<file path="src/rtl/vend_controller_if.sv">
// Handshake bundle between the coin/keypad front end, the vend controller and the dispensers.
// The front end side is the master; the controller side is the slave.
`timescale 1ns/1ps
interface vend_controller_if;
  logic       coin_valid;
  logic [1:0] coin_val;
  logic       item_req;
  logic [1:0] item_sel;
  logic       cancel;
  logic       payout_ready;
  logic       coin_reject;
  logic       insufficient;
  logic       item_valid;
  logic [1:0] item_id;
  logic       payout_pulse;
  logic [3:0] balance;
  logic [3:0] change_total;
  logic       busy;
  logic       txn_done;

  modport master (
    output coin_valid, coin_val, item_req, item_sel, cancel, payout_ready,
    input  coin_reject, insufficient, item_valid, item_id, payout_pulse,
           balance, change_total, busy, txn_done
  );

  modport slave (
    input  coin_valid, coin_val, item_req, item_sel, cancel, payout_ready,
    output coin_reject, insufficient, item_valid, item_id, payout_pulse,
           balance, change_total, busy, txn_done
  );
endinterface

</file>
<file path="src/rtl/vend_controller.sv">
// Vending machine sequencer: coin credit, item decode against a price table, unit-by-unit change payout.
// Optional inactivity auto-refund in COLLECT is built only when VEND_TIMEOUT_EN is defined.
`timescale 1ns/1ps
module vend_controller #(
  parameter logic [3:0]  PRICE0         = 4'd3,
  parameter logic [3:0]  PRICE1         = 4'd5,
  parameter logic [3:0]  PRICE2         = 4'd7,
  parameter logic [3:0]  PRICE3         = 4'd10,
  parameter logic [15:0] TIMEOUT_CYCLES = 16'd1000
) (
  input logic              clk,
  input logic              rst_n,
  vend_controller_if.slave bus
);

  typedef enum logic [1:0] {
    ST_IDLE    = 2'd0,
    ST_COLLECT = 2'd1,
    ST_VEND    = 2'd2,
    ST_PAYOUT  = 2'd3
  } state_t;

  localparam logic [15:0] PRICE_PACK = {PRICE3, PRICE2, PRICE1, PRICE0};

  state_t     state_reg;
  logic [3:0] balance_reg;
  logic [3:0] change_total_reg;
  logic [3:0] remaining_reg;
  logic [1:0] item_id_reg;
  logic       coin_reject_reg;
  logic       insufficient_reg;
  logic       item_valid_reg;
  logic       payout_pulse_reg;
  logic       busy_reg;
  logic       txn_done_reg;

  logic [3:0] price_tab [4];
  logic [3:0] price_sel;
  logic [2:0] coin_amt;
  logic [4:0] coin_sum;
  logic       coin_ok;
  logic       afford;
  logic       any_strobe;
  logic       timeout_hit;

  for (genvar gi = 0; gi < 4; gi++) begin : g_price
    assign price_tab[gi] = PRICE_PACK[gi*4 +: 4];
  end

  always_comb begin
    coin_amt = 3'd0;
    case (bus.coin_val)
      2'b00:   coin_amt = 3'd1;
      2'b01:   coin_amt = 3'd2;
      2'b10:   coin_amt = 3'd5;
      default: coin_amt = 3'd0;
    endcase
  end

  assign price_sel  = price_tab[bus.item_sel];
  assign coin_sum   = {1'b0, balance_reg} + {2'b00, coin_amt};
  assign coin_ok    = (bus.coin_val != 2'b11) && (coin_sum <= 5'd15);
  assign afford     = (balance_reg >= price_sel);
  assign any_strobe = bus.cancel || bus.item_req || bus.coin_valid;

`ifdef VEND_TIMEOUT_EN
  logic [15:0] idle_cnt_reg;

  // Counts strobe-free cycles spent in COLLECT; any user strobe restarts it.
  always_ff @(posedge clk) begin
    if (!rst_n) begin
      idle_cnt_reg <= '0;
    end else if (state_reg != ST_COLLECT || any_strobe || timeout_hit) begin
      idle_cnt_reg <= '0;
    end else begin
      idle_cnt_reg <= idle_cnt_reg + 16'd1;
    end
  end

  assign timeout_hit = (state_reg == ST_COLLECT) && !any_strobe &&
                       ((idle_cnt_reg + 16'd1) >= TIMEOUT_CYCLES);
`else
  assign timeout_hit = 1'b0;
`endif

  always_ff @(posedge clk) begin
    if (!rst_n) begin
      state_reg        <= ST_IDLE;
      balance_reg      <= '0;
      change_total_reg <= '0;
      remaining_reg    <= '0;
      item_id_reg      <= '0;
      coin_reject_reg  <= 1'b0;
      insufficient_reg <= 1'b0;
      item_valid_reg   <= 1'b0;
      payout_pulse_reg <= 1'b0;
      busy_reg         <= 1'b0;
      txn_done_reg     <= 1'b0;
    end else begin
      coin_reject_reg  <= 1'b0;
      insufficient_reg <= 1'b0;
      item_valid_reg   <= 1'b0;
      payout_pulse_reg <= 1'b0;
      txn_done_reg     <= 1'b0;

      case (state_reg)
        ST_IDLE, ST_COLLECT: begin
          // Priority cancel > item_req > coin; a losing coin is bounced.
          if ((bus.cancel && state_reg == ST_COLLECT) || timeout_hit) begin
            change_total_reg <= balance_reg;
            remaining_reg    <= balance_reg;
            balance_reg      <= '0;
            busy_reg         <= 1'b1;
            coin_reject_reg  <= bus.coin_valid;
            state_reg        <= ST_PAYOUT;
          end else if (bus.item_req) begin
            coin_reject_reg <= bus.coin_valid;
            if (afford) begin
              change_total_reg <= balance_reg - price_sel;
              remaining_reg    <= balance_reg - price_sel;
              balance_reg      <= '0;
              item_id_reg      <= bus.item_sel;
              item_valid_reg   <= 1'b1;
              busy_reg         <= 1'b1;
              state_reg        <= ST_VEND;
            end else begin
              insufficient_reg <= 1'b1;
            end
          end else if (bus.coin_valid) begin
            if (coin_ok) begin
              balance_reg <= coin_sum[3:0];
              state_reg   <= ST_COLLECT;
            end else begin
              coin_reject_reg <= 1'b1;
            end
          end
        end

        ST_VEND: begin
          coin_reject_reg <= bus.coin_valid;
          state_reg       <= ST_PAYOUT;
        end

        ST_PAYOUT: begin
          coin_reject_reg <= bus.coin_valid;
          if (remaining_reg == 4'd0) begin
            txn_done_reg <= 1'b1;
            busy_reg     <= 1'b0;
            state_reg    <= ST_IDLE;
          end else if (bus.payout_ready) begin
            payout_pulse_reg <= 1'b1;
            remaining_reg    <= remaining_reg - 4'd1;
          end
        end

        default: state_reg <= ST_IDLE;
      endcase
    end
  end

  assign bus.coin_reject  = coin_reject_reg;
  assign bus.insufficient = insufficient_reg;
  assign bus.item_valid   = item_valid_reg;
  assign bus.item_id      = item_id_reg;
  assign bus.payout_pulse = payout_pulse_reg;
  assign bus.balance      = balance_reg;
  assign bus.change_total = change_total_reg;
  assign bus.busy         = busy_reg;
  assign bus.txn_done     = txn_done_reg;

endmodule

</file>
<file path="src/flat_wrapper.sv">
// flat-port wrapper written by rule: the top's interface ports become plain ports
module vend_controller_flat 
#(
  parameter logic [3:0]  PRICE0         = 4'd3,
  parameter logic [3:0]  PRICE1         = 4'd5,
  parameter logic [3:0]  PRICE2         = 4'd7,
  parameter logic [3:0]  PRICE3         = 4'd10,
  parameter logic [15:0] TIMEOUT_CYCLES = 16'd1000
)
  (clk, rst_n, bus_coin_valid, bus_coin_val, bus_item_req, bus_item_sel, bus_cancel, bus_payout_ready, bus_coin_reject, bus_insufficient, bus_item_valid, bus_item_id, bus_payout_pulse, bus_balance, bus_change_total, bus_busy, bus_txn_done);
  vend_controller_if bus_i ();
  input logic clk;
  input logic rst_n;
  input wire logic [$bits(bus_i.coin_valid)-1:0] bus_coin_valid;
  input wire logic [$bits(bus_i.coin_val)-1:0] bus_coin_val;
  input wire logic [$bits(bus_i.item_req)-1:0] bus_item_req;
  input wire logic [$bits(bus_i.item_sel)-1:0] bus_item_sel;
  input wire logic [$bits(bus_i.cancel)-1:0] bus_cancel;
  input wire logic [$bits(bus_i.payout_ready)-1:0] bus_payout_ready;
  output wire logic [$bits(bus_i.coin_reject)-1:0] bus_coin_reject;
  output wire logic [$bits(bus_i.insufficient)-1:0] bus_insufficient;
  output wire logic [$bits(bus_i.item_valid)-1:0] bus_item_valid;
  output wire logic [$bits(bus_i.item_id)-1:0] bus_item_id;
  output wire logic [$bits(bus_i.payout_pulse)-1:0] bus_payout_pulse;
  output wire logic [$bits(bus_i.balance)-1:0] bus_balance;
  output wire logic [$bits(bus_i.change_total)-1:0] bus_change_total;
  output wire logic [$bits(bus_i.busy)-1:0] bus_busy;
  output wire logic [$bits(bus_i.txn_done)-1:0] bus_txn_done;
  assign bus_i.coin_valid = bus_coin_valid;
  assign bus_i.coin_val = bus_coin_val;
  assign bus_i.item_req = bus_item_req;
  assign bus_i.item_sel = bus_item_sel;
  assign bus_i.cancel = bus_cancel;
  assign bus_i.payout_ready = bus_payout_ready;
  assign bus_coin_reject = bus_i.coin_reject;
  assign bus_insufficient = bus_i.insufficient;
  assign bus_item_valid = bus_i.item_valid;
  assign bus_item_id = bus_i.item_id;
  assign bus_payout_pulse = bus_i.payout_pulse;
  assign bus_balance = bus_i.balance;
  assign bus_change_total = bus_i.change_total;
  assign bus_busy = bus_i.busy;
  assign bus_txn_done = bus_i.txn_done;
  vend_controller #(.PRICE0(PRICE0), .PRICE1(PRICE1), .PRICE2(PRICE2), .PRICE3(PRICE3), .TIMEOUT_CYCLES(TIMEOUT_CYCLES)) u_core (.clk(clk), .rst_n(rst_n), .bus(bus_i));
endmodule
</file>
<file path="config.mk">
export PLATFORM = sky130hd
export DESIGN_NAME = vend_controller_flat
export DESIGN_NICKNAME = d
export VERILOG_FILES = /design/src/rtl/vend_controller_if.sv /design/src/rtl/vend_controller.sv /design/src/flat_wrapper.sv
export SDC_FILE = /design/constraint.sdc
export NUM_CORES = 1
export LEC_CHECK = 0
export CAP_MARGIN = 0
export CORE_AREA = 2 2 54 62
export DETAILED_ROUTE_END_ITERATION = 6
export DIE_AREA = 0 0 56 64
export PLACE_DENSITY = 0.85
export SYNTH_ARGS = -nofsm -noshare
export SYNTH_HDL_FRONTEND = slang
export SYNTH_SLANG_ARGS = --single-unit
</file>
<file path="constraint.sdc">
create_clock -name clk -period 6.1 [get_ports clk]
set_input_delay 0.61 -clock clk [delete_from_list [all_inputs] [get_ports clk]]
set_output_delay 0.61 -clock clk [all_outputs]
set_load 0.03 [all_outputs]
</file>
==> flow_metrics.tcl, run 1 <==
set metrics [dict create \
    vdd_drop_max_v 0.000214 \
    cts_tree "done" \
    yosys_warnings 0 \
    coreArea_sq_mm 0.00294 \
    fillCellCount 276 \
    path_clk_slew_ns 0.13 \
    cp.required_ns 6.34 \
    synthTopCellsByArea "dfxtp_1 (31%), ha_1 (8.8%), o21ai_0 (5.3%), a21oi_1 (4.9%), inv_1 (3.4%)" \
    ctsResizeCount 0 \
    syn_area_sq_mm 0.00143 \
    fin_ws_ns 3.32 \
    syn_inst 171 \
    crit_fanout 3 \
    p_leak_nw 0.668 \
    startpoint_type "input port" \
    hold_violations 0 \
    synth-async-reset-ratio_pct 0 \
    yosysSeqAreaShare_pct 30.9 \
    setup_tns_ns 0 \
    wl_per_cell_microns 16.1 \
    status "finished, final reports clean" \
    final-max-slew-violation-count 0 \
    dr.first_iter.drc_count 76 \
    track_usage_pct 21.8 \
    pre_cts_ws_ns 3.05 \
    min_path_type "reg -> reg" \
    yosysUniqueCellTypes 49 \
    flow.area_growth_from_synthesis_pct 22.3 \
    critPathKind "in -> reg" \
    dpl.hpwl_microns 2740 \
    timing.fmax_mhz 359 \
    ys_ff_latch 22 \
    fin_worst_skew_ns 0.00459 \
    cts_root_buf "clkbuf_4" \
    htreeDepth 1 \
    synth_area_leader_cell "dfxtp_1" \
    grt_pass1_wl_microns 6220 \
    cts.sinks 22 \
    power_mw 0.398 \
    grt_max_degree 22 \
    numCtsBuffers 3 \
    grt_setup_unrepaired "false" \
    p_per_area_mw_per_mm2 228 \
    crit_path_end_kind "flop" \
    postCtsSetupRepairBufs 0 \
    synthesis.nets 193 \
    ys.flop_type "dfxtp_1" \
    whs_ns 0.487 \
    ant_nets 0 \
    worstSkewPairLatency_ns 0.32 \
    start_util_pct 48.5 \
    vias_per_cell 6.24 \
    period_needed_ns 2.78 \
    ios 26 \
    cap_violations 0 \
    maxSlewHeadroom_pct 56.8 \
    diodes 0 \
    grt_pass1_vias 1351 \
    setup_viol 0 \
    antenna_found_initial 0 \
    hold_buffers 0 \
    drt_wl_total_microns 3660 \
    drive_gt1_share_pct 5.67 \
    die_y_microns 64 \
    die_x_microns 56 \
    synth-edff-count 0 \
    crit_arrival_ns 3.02 \
    finalCritPeriodShare_pct 45.7 \
    fin_nets 217 \
    firstDrtPassIters 5 \
    grt_overflow 0 \
    drc 0 \
    dieArea_sq_mm 0.00358 \
    tightest_slew_ns 0.647 \
    dr_total_vias 1422 \
    rows 21 \
    cts_buffer_depth 2 \
    io_buffers 25 \
    synth_top_cell_area_share_pct 30.9 \
    gp_congestion 0.977 \
    syn_area_per_cell_sq_um 8.35 \
]
cells in the mapped netlist, types with 3 or more instances:
cell	n
a21oi_1	14
o21ai_0	15
ha_1	10
nand2_1	13
o2111ai_1	5
dfxtp_1	22
buf_2	3
inv_1	13
nor2b_1	3
or3_1	3
o221ai_1	3
nand3_1	8
nor3_1	4
nor2_1	7
final cells by class:
type	instances	area [sq um]	share of cell area (%)
clock buffer	3	22.5	1.29
sequential	22	440	25.2
multi-input combinational	130	911	52.2
timing repair buffer	25	250	14.3
inverter	13	48.8	2.80
tap	34	42.5	2.44
clock inverter	1	30.0	1.72
cell families (layout without fill, tap and decap cells):
group,Yosys count,count (layout),synth area share [%]
and+or+nand+nor,56,56,22.1
xor gates and xnor gates,2,2,1.23
DFF,22,22,30.8
adders and majority gates,12,12,11.6
muxes,3,3,2.19
buffers and inverters,19,42,5.35
AOI/OAI and AO/OA,57,57,26.7
worst paths after layout:
kind	startpoint	endpoint	slack, ns	depth (start not counted)
worst min register to register	u_core.bus.item_id[1]	u_core.bus.item_id[1]	0.49	2
worst min-delay path	u_core.bus.item_id[1]	u_core.bus.item_id[1]	0.49	2
worst max-delay path	bus_item_sel[0]	u_core.remaining_reg[0]	3.32	10
worst max register to register	u_core.bus.balance[0]	u_core.remaining_reg[0]	3.87	8
through the flow:
step / utilization, % / area [sq um] / cells
2_1_floorplan: - / 1430 / 171
3_3_place_gp: 57.5 / 1690 / 224
3_5_place_dp: 57.5 / 1690 / 224
4_1_cts: 59.3 / 1750 / 228
5_1_grt: 59.3 / 1750 / 228
6_report: 59.3 / 1750 / 228
placed cells by master, fill, tap and decap left out, types with 3 or more instances in the layout:
master / n
dfxtp_1: 22
inv_1: 13
clkdlybuf4s50_1: 25
o21ai_0: 15
nand2_1: 13
a21oi_1: 14
clkbuf_4: 3
or3_1: 3
nand3_1: 8
nor3_1: 4
ha_1: 10
nor2b_1: 3
nor2_1: 7
o221ai_1: 3
o2111ai_1: 5
critical path: stages:
cell	delay, ns
clkdlybuf4s50_1	0.45
ha_1	0.21
inv_1	0.08
ha_1	0.17
inv_1	0.06
fa_1	0.41
a211oi_1	0.33
nor4b_2	0.13
or4_1	0.44
o2111ai_1	0.14
power by group:
part	switching, mW	internal [mW]
registers	0.0152	0.155
logic	0.0650	0.0498
clock network	0.0469	0.0665
metal layers:
metal	global-route usage, %	share of wire, %	vias to the layer above
met1	28.7	43	660
li1	-	-	692
met5	0	0	-
met2	33.7	48	60
met3	5.67	6.1	10
met4	9.23	2.2	0
(Power assumes the default switching activity.)
==> run 2: changes to the inputs <==
Clock period 6.1 ns to 2.8 ns, I/O delays scaled along.
==> flow_metrics.tcl, run 2 (same netlist as run 1, synthesis figures left out) <==
set metrics [dict create \
    cts.sinks 22 \
    pwr-share-comb_pct 28.8 \
    whs_ns 0.492 \
    vdd_drop_max_v 0.000335 \
    rows 21 \
    cp.required_ns 3.04 \
    finalCritPeriodShare_pct 85.7 \
    crit_path_end_kind "flop" \
    antenna_found_initial 0 \
    setup_viol 0 \
    highest_layer "met4" \
    firstDrtPassIters 4 \
    regArea_sq_um 440 \
    period_needed_ns 2.40 \
    m1WireLength_microns 1620 \
    critPathKind "in -> reg" \
    power_frac_clock_pct 28.4 \
    final-max-slew-violation-count 0 \
    cap_violations 0 \
    track_usage_pct 21.4 \
    grt_setup_unrepaired "false" \
    p_leak_nw 0.673 \
    multi_input_area_sq_um 911 \
    pre_cts_ws_ns 0.0737 \
    hold_buffers 0 \
    die_x_microns 56 \
    dieArea_sq_mm 0.00358 \
    internal-power_mw 0.591 \
    power_switching_mw 0.274 \
    tightest_slew_ns 0.648 \
    worstSkewPairLatency_ns 0.31 \
    startpoint_type "input port" \
    drive_gt1_share_pct 6.15 \
    wl_met2_microns 1650 \
    maxSlewHeadroom_pct 56.7 \
    drt_wl_total_microns 3490 \
    dpl.hpwl_microns 2650 \
    mostFrequentLayoutCells "clkdlybuf4s50_1 (25), dfxtp_1 (22), o21ai_0 (15)" \
    coreArea_sq_mm 0.00294 \
    grt_pass1_vias 1315 \
    fillCellCount 259 \
    crit_fanout 3 \
    hold_violations 0 \
    io_buffers 25 \
    postCtsSetupRepairBufs 0 \
    ios 26 \
    diodes 0 \
    fin_ws_ns 0.401 \
    cts_root_buf "clkbuf_4" \
    p_seq_share_pct 42.8 \
    wl_per_cell_microns 15.2 \
    ctsResizeCount 0 \
    ant_nets 0 \
    setup_tns_ns 0 \
    swShare_pct 31.7 \
    status "finished, final reports clean" \
    cts_tree "done" \
    grt_pass1_wl_microns 6180 \
    grt_max_degree 22 \
    wl_met3_microns 154 \
    numCtsBuffers 3 \
    drc 0 \
    htreeDepth 1 \
    p_per_area_mw_per_mm2 494 \
    fin_nets 218 \
    crit_arrival_ns 2.64 \
    gp_congestion 0.970 \
    cts_buffer_depth 2 \
    fin_worst_skew_ns 0.00633 \
    min_path_type "reg -> reg" \
    flow.area_growth_from_synthesis_pct 22.8 \
    dr_total_vias 1379 \
    dr.first_iter.drc_count 52 \
    timing.fmax_mhz 417 \
    die_y_microns 64 \
    mostFrequentLayoutCell "clkdlybuf4s50_1" \
    grt_overflow 0 \
    vias_per_cell 6.02 \
    start_util_pct 48.5 \
    path_clk_slew_ns 0.13 \
]
[run 2: final cells by class]
class	instances	area share, %
clock inverters	1	1.71
inverters	13	2.78
well taps	34	2.43
clock buffers	3	1.28
repair buffers	26	14.7
multi-input cells	130	52.0
flip-flops and latches	22	25.1
[run 2: worst paths after layout]
path	from	depth (start not counted)	endpoint	slack (ns)
hold reg to reg	u_core.bus.change_total[2]	2	u_core.bus.change_total[2]	0.49
hold / removal	u_core.bus.change_total[2]	2	u_core.bus.change_total[2]	0.49
setup reg to reg	u_core.bus.balance[0]	8	u_core.remaining_reg[0]	0.65
setup / recovery	bus_item_sel[0]	10	u_core.remaining_reg[0]	0.40
[run 2: critical path, stage by stage]
cell and delay [ns]:
clkdlybuf4s50_1 0.45, ha_1 0.21, inv_1 0.08, ha_1 0.16, inv_1 0.05, fa_1 0.41
a211oi_1 0.33, nor4b_2 0.13, or4_1 0.43, o2111ai_1 0.11
[run 2: power groups by stage]
stage | Sequential [mW] | Combinational [mW] | Clock, mW
3_3_place_gp | 0.376 | 0.244 | 0
4_1_cts | 0.369 | 0.249 | 0.254
3_5_place_dp | 0.377 | 0.247 | 0
6_report | 0.370 | 0.249 | 0.246
2_1_floorplan | 0.386 | 0.155 | 0
5_1_grt | 0.375 | 0.277 | 0.260
[run 2: per-layer routing]
layer  GRT usage [%]  up-vias
met4            8.33        0
met3            2.02        8
met1            30.0      626
met5               0        -
li1                -      700
met2            33.7       45
[run 2: through the flow]
stage                     instance area [sq um]  power (mW)  utilization (%)  instances
final                                      1750       0.865             59.6        229
after global routing                       1750       0.911             59.6        229
after CTS                                  1750       0.872             59.6        229
after detailed placement                   1700       0.623             57.8        225
after global placement                     1700       0.621             57.8        225
after floorplan                            1430       0.541                -        171
==> run 3: changes to the inputs <==
Settings changed: CTS_CLUSTER_DIAMETER set to 150, RECOVER_POWER set to 50.
==> flow_metrics.tcl, run 3 (same netlist as run 1, synthesis figures left out) <==
set metrics [dict create \
    die_y_microns 64 \
    diodes 0 \
    grt_pass1_vias 1315 \
    timing.fmax_mhz 415 \
    dieArea_sq_mm 0.00358 \
    p_leak_nw 0.725 \
    htreeDepth 1 \
    status "finished, final reports clean" \
    power_mw 0.861 \
    crit_fanout 3 \
    fillCellCount 259 \
    drive_gt1_share_pct 6.15 \
    fin_worst_skew_ns 0.00559 \
    vias_per_cell 6.06 \
    critPathKind "in -> reg" \
    cts.sinks 22 \
    p_per_area_mw_per_mm2 491 \
    grt_max_degree 22 \
    cts_root_buf "clkbuf_4" \
    grt_setup_unrepaired "false" \
    postCtsSetupRepairBufs 0 \
    cts_buffer_depth 2 \
    die_x_microns 56 \
    mostFrequentLayoutCell "dfxtp_1" \
    cap_violations 0 \
    fin_ws_ns 0.393 \
    numCtsBuffers 3 \
    crit_family "adder cells" \
    crit_arrival_ns 2.65 \
    ant_nets 0 \
    startpoint_type "input port" \
    track_usage_pct 21.4 \
    dpl_cell_area_sq_mm 0.00170 \
    final-max-slew-violation-count 0 \
    slowest_delay_ns 0.45 \
    setup_viol 0 \
    coreArea_sq_mm 0.00294 \
    regArea_sq_um 440 \
    path_clk_slew_ns 0.13 \
    design_area_sq_mm 0.00175 \
    cts_tree "done" \
    tightest_slew_ns 0.652 \
    cp.required_ns 3.04 \
    wl_per_cell_microns 15.3 \
    fin_cells 229 \
    grt_overflow 0 \
    multi_input_area_sq_um 911 \
    fin_nets 218 \
    cp_num_buf_inv 3 \
    drt_wl_total_microns 3490 \
    crit_slowest_cell "clkdlybuf4s50_1" \
    flow.area_growth_from_synthesis_pct 22.8 \
    whs_ns 0.489 \
    finalCritPeriodShare_pct 86.0 \
    setup_tns_ns 0 \
    min_path_type "reg -> reg" \
    cp_cell_sequence "clkdlybuf4s50_1 -> ha_1 -> inv_1 -> ha_1 -> inv_1 -> fa_1 -> a211oi_1 -> nor4b_2 -> or4_1 -> o2111ai_1" \
    maxSlewHeadroom_pct 56.4 \
    firstDrtPassIters 4 \
    period_needed_ns 2.41 \
    place_inst 225 \
    ctsResizeCount 0 \
    dpl.hpwl_microns 2650 \
    rows 21 \
    pre_cts_ws_ns 0.0737 \
    dr.first_iter.drc_count 53 \
    crit_path_end_kind "flop" \
    ios 26 \
    gp_congestion 0.970 \
    hold_violations 0 \
    final_util_pct 59.6 \
    start_util_pct 48.5 \
    dr_total_vias 1388 \
    worstSkewPairLatency_ns 0.32 \
    io_buffers 25 \
    hold_buffers 0 \
    grt_pass1_wl_microns 6180 \
    drc 0 \
    mostFrequentLayoutCells "dfxtp_1 (22), dlygate4sd3_1 (16), o21ai_0 (15)" \
    antenna_found_initial 0 \
    vdd_drop_max_v 0.000334 \
]
## run 3: worst paths after layout
path / start / to / slack [ns] / depth (start not counted)
max reg2reg: u_core.bus.balance[0] / u_core.remaining_reg[0] / 0.64 / 8
min reg2reg: u_core.bus.item_id[1] / u_core.bus.item_id[1] / 0.49 / 2
min: u_core.bus.item_id[1] / u_core.bus.item_id[1] / 0.49 / 2
max: bus_item_sel[0] / u_core.remaining_reg[0] / 0.39 / 10
## run 3: area by class of cell
cell class,instances,share of cell area [%]
Clock buffer,3,1.28
Clock inverter,1,1.71
Inverter,13,2.78
Multi-Input combinational cell,130,52.0
Sequential cell,22,25.1
Tap cell,34,2.43
Timing Repair Buffer,26,14.7
## run 3: power breakdown
| part | switching (mW) | internal, mW |
|---|---|---|
| clock network | 0.102 | 0.145 |
| logic | 0.140 | 0.104 |
| registers | 0.0326 | 0.337 |
## run 3: worst min-delay path: stages, from the launching register on
cell     delay (ns)
dfxtp_1        0.33
o21ai_0        0.07
a21oi_1        0.06
## run 3: metal layers
layer | vias up | part of all wire, % | track usage, %
met5 | - | 0 | 0
met4 | 0 | 2.1 | 8.33
met3 | 8 | 4.8 | 2.02
met2 | 49 | 47 | 33.7
met1 | 631 | 46 | 30.0
li1 | 700 | - | -
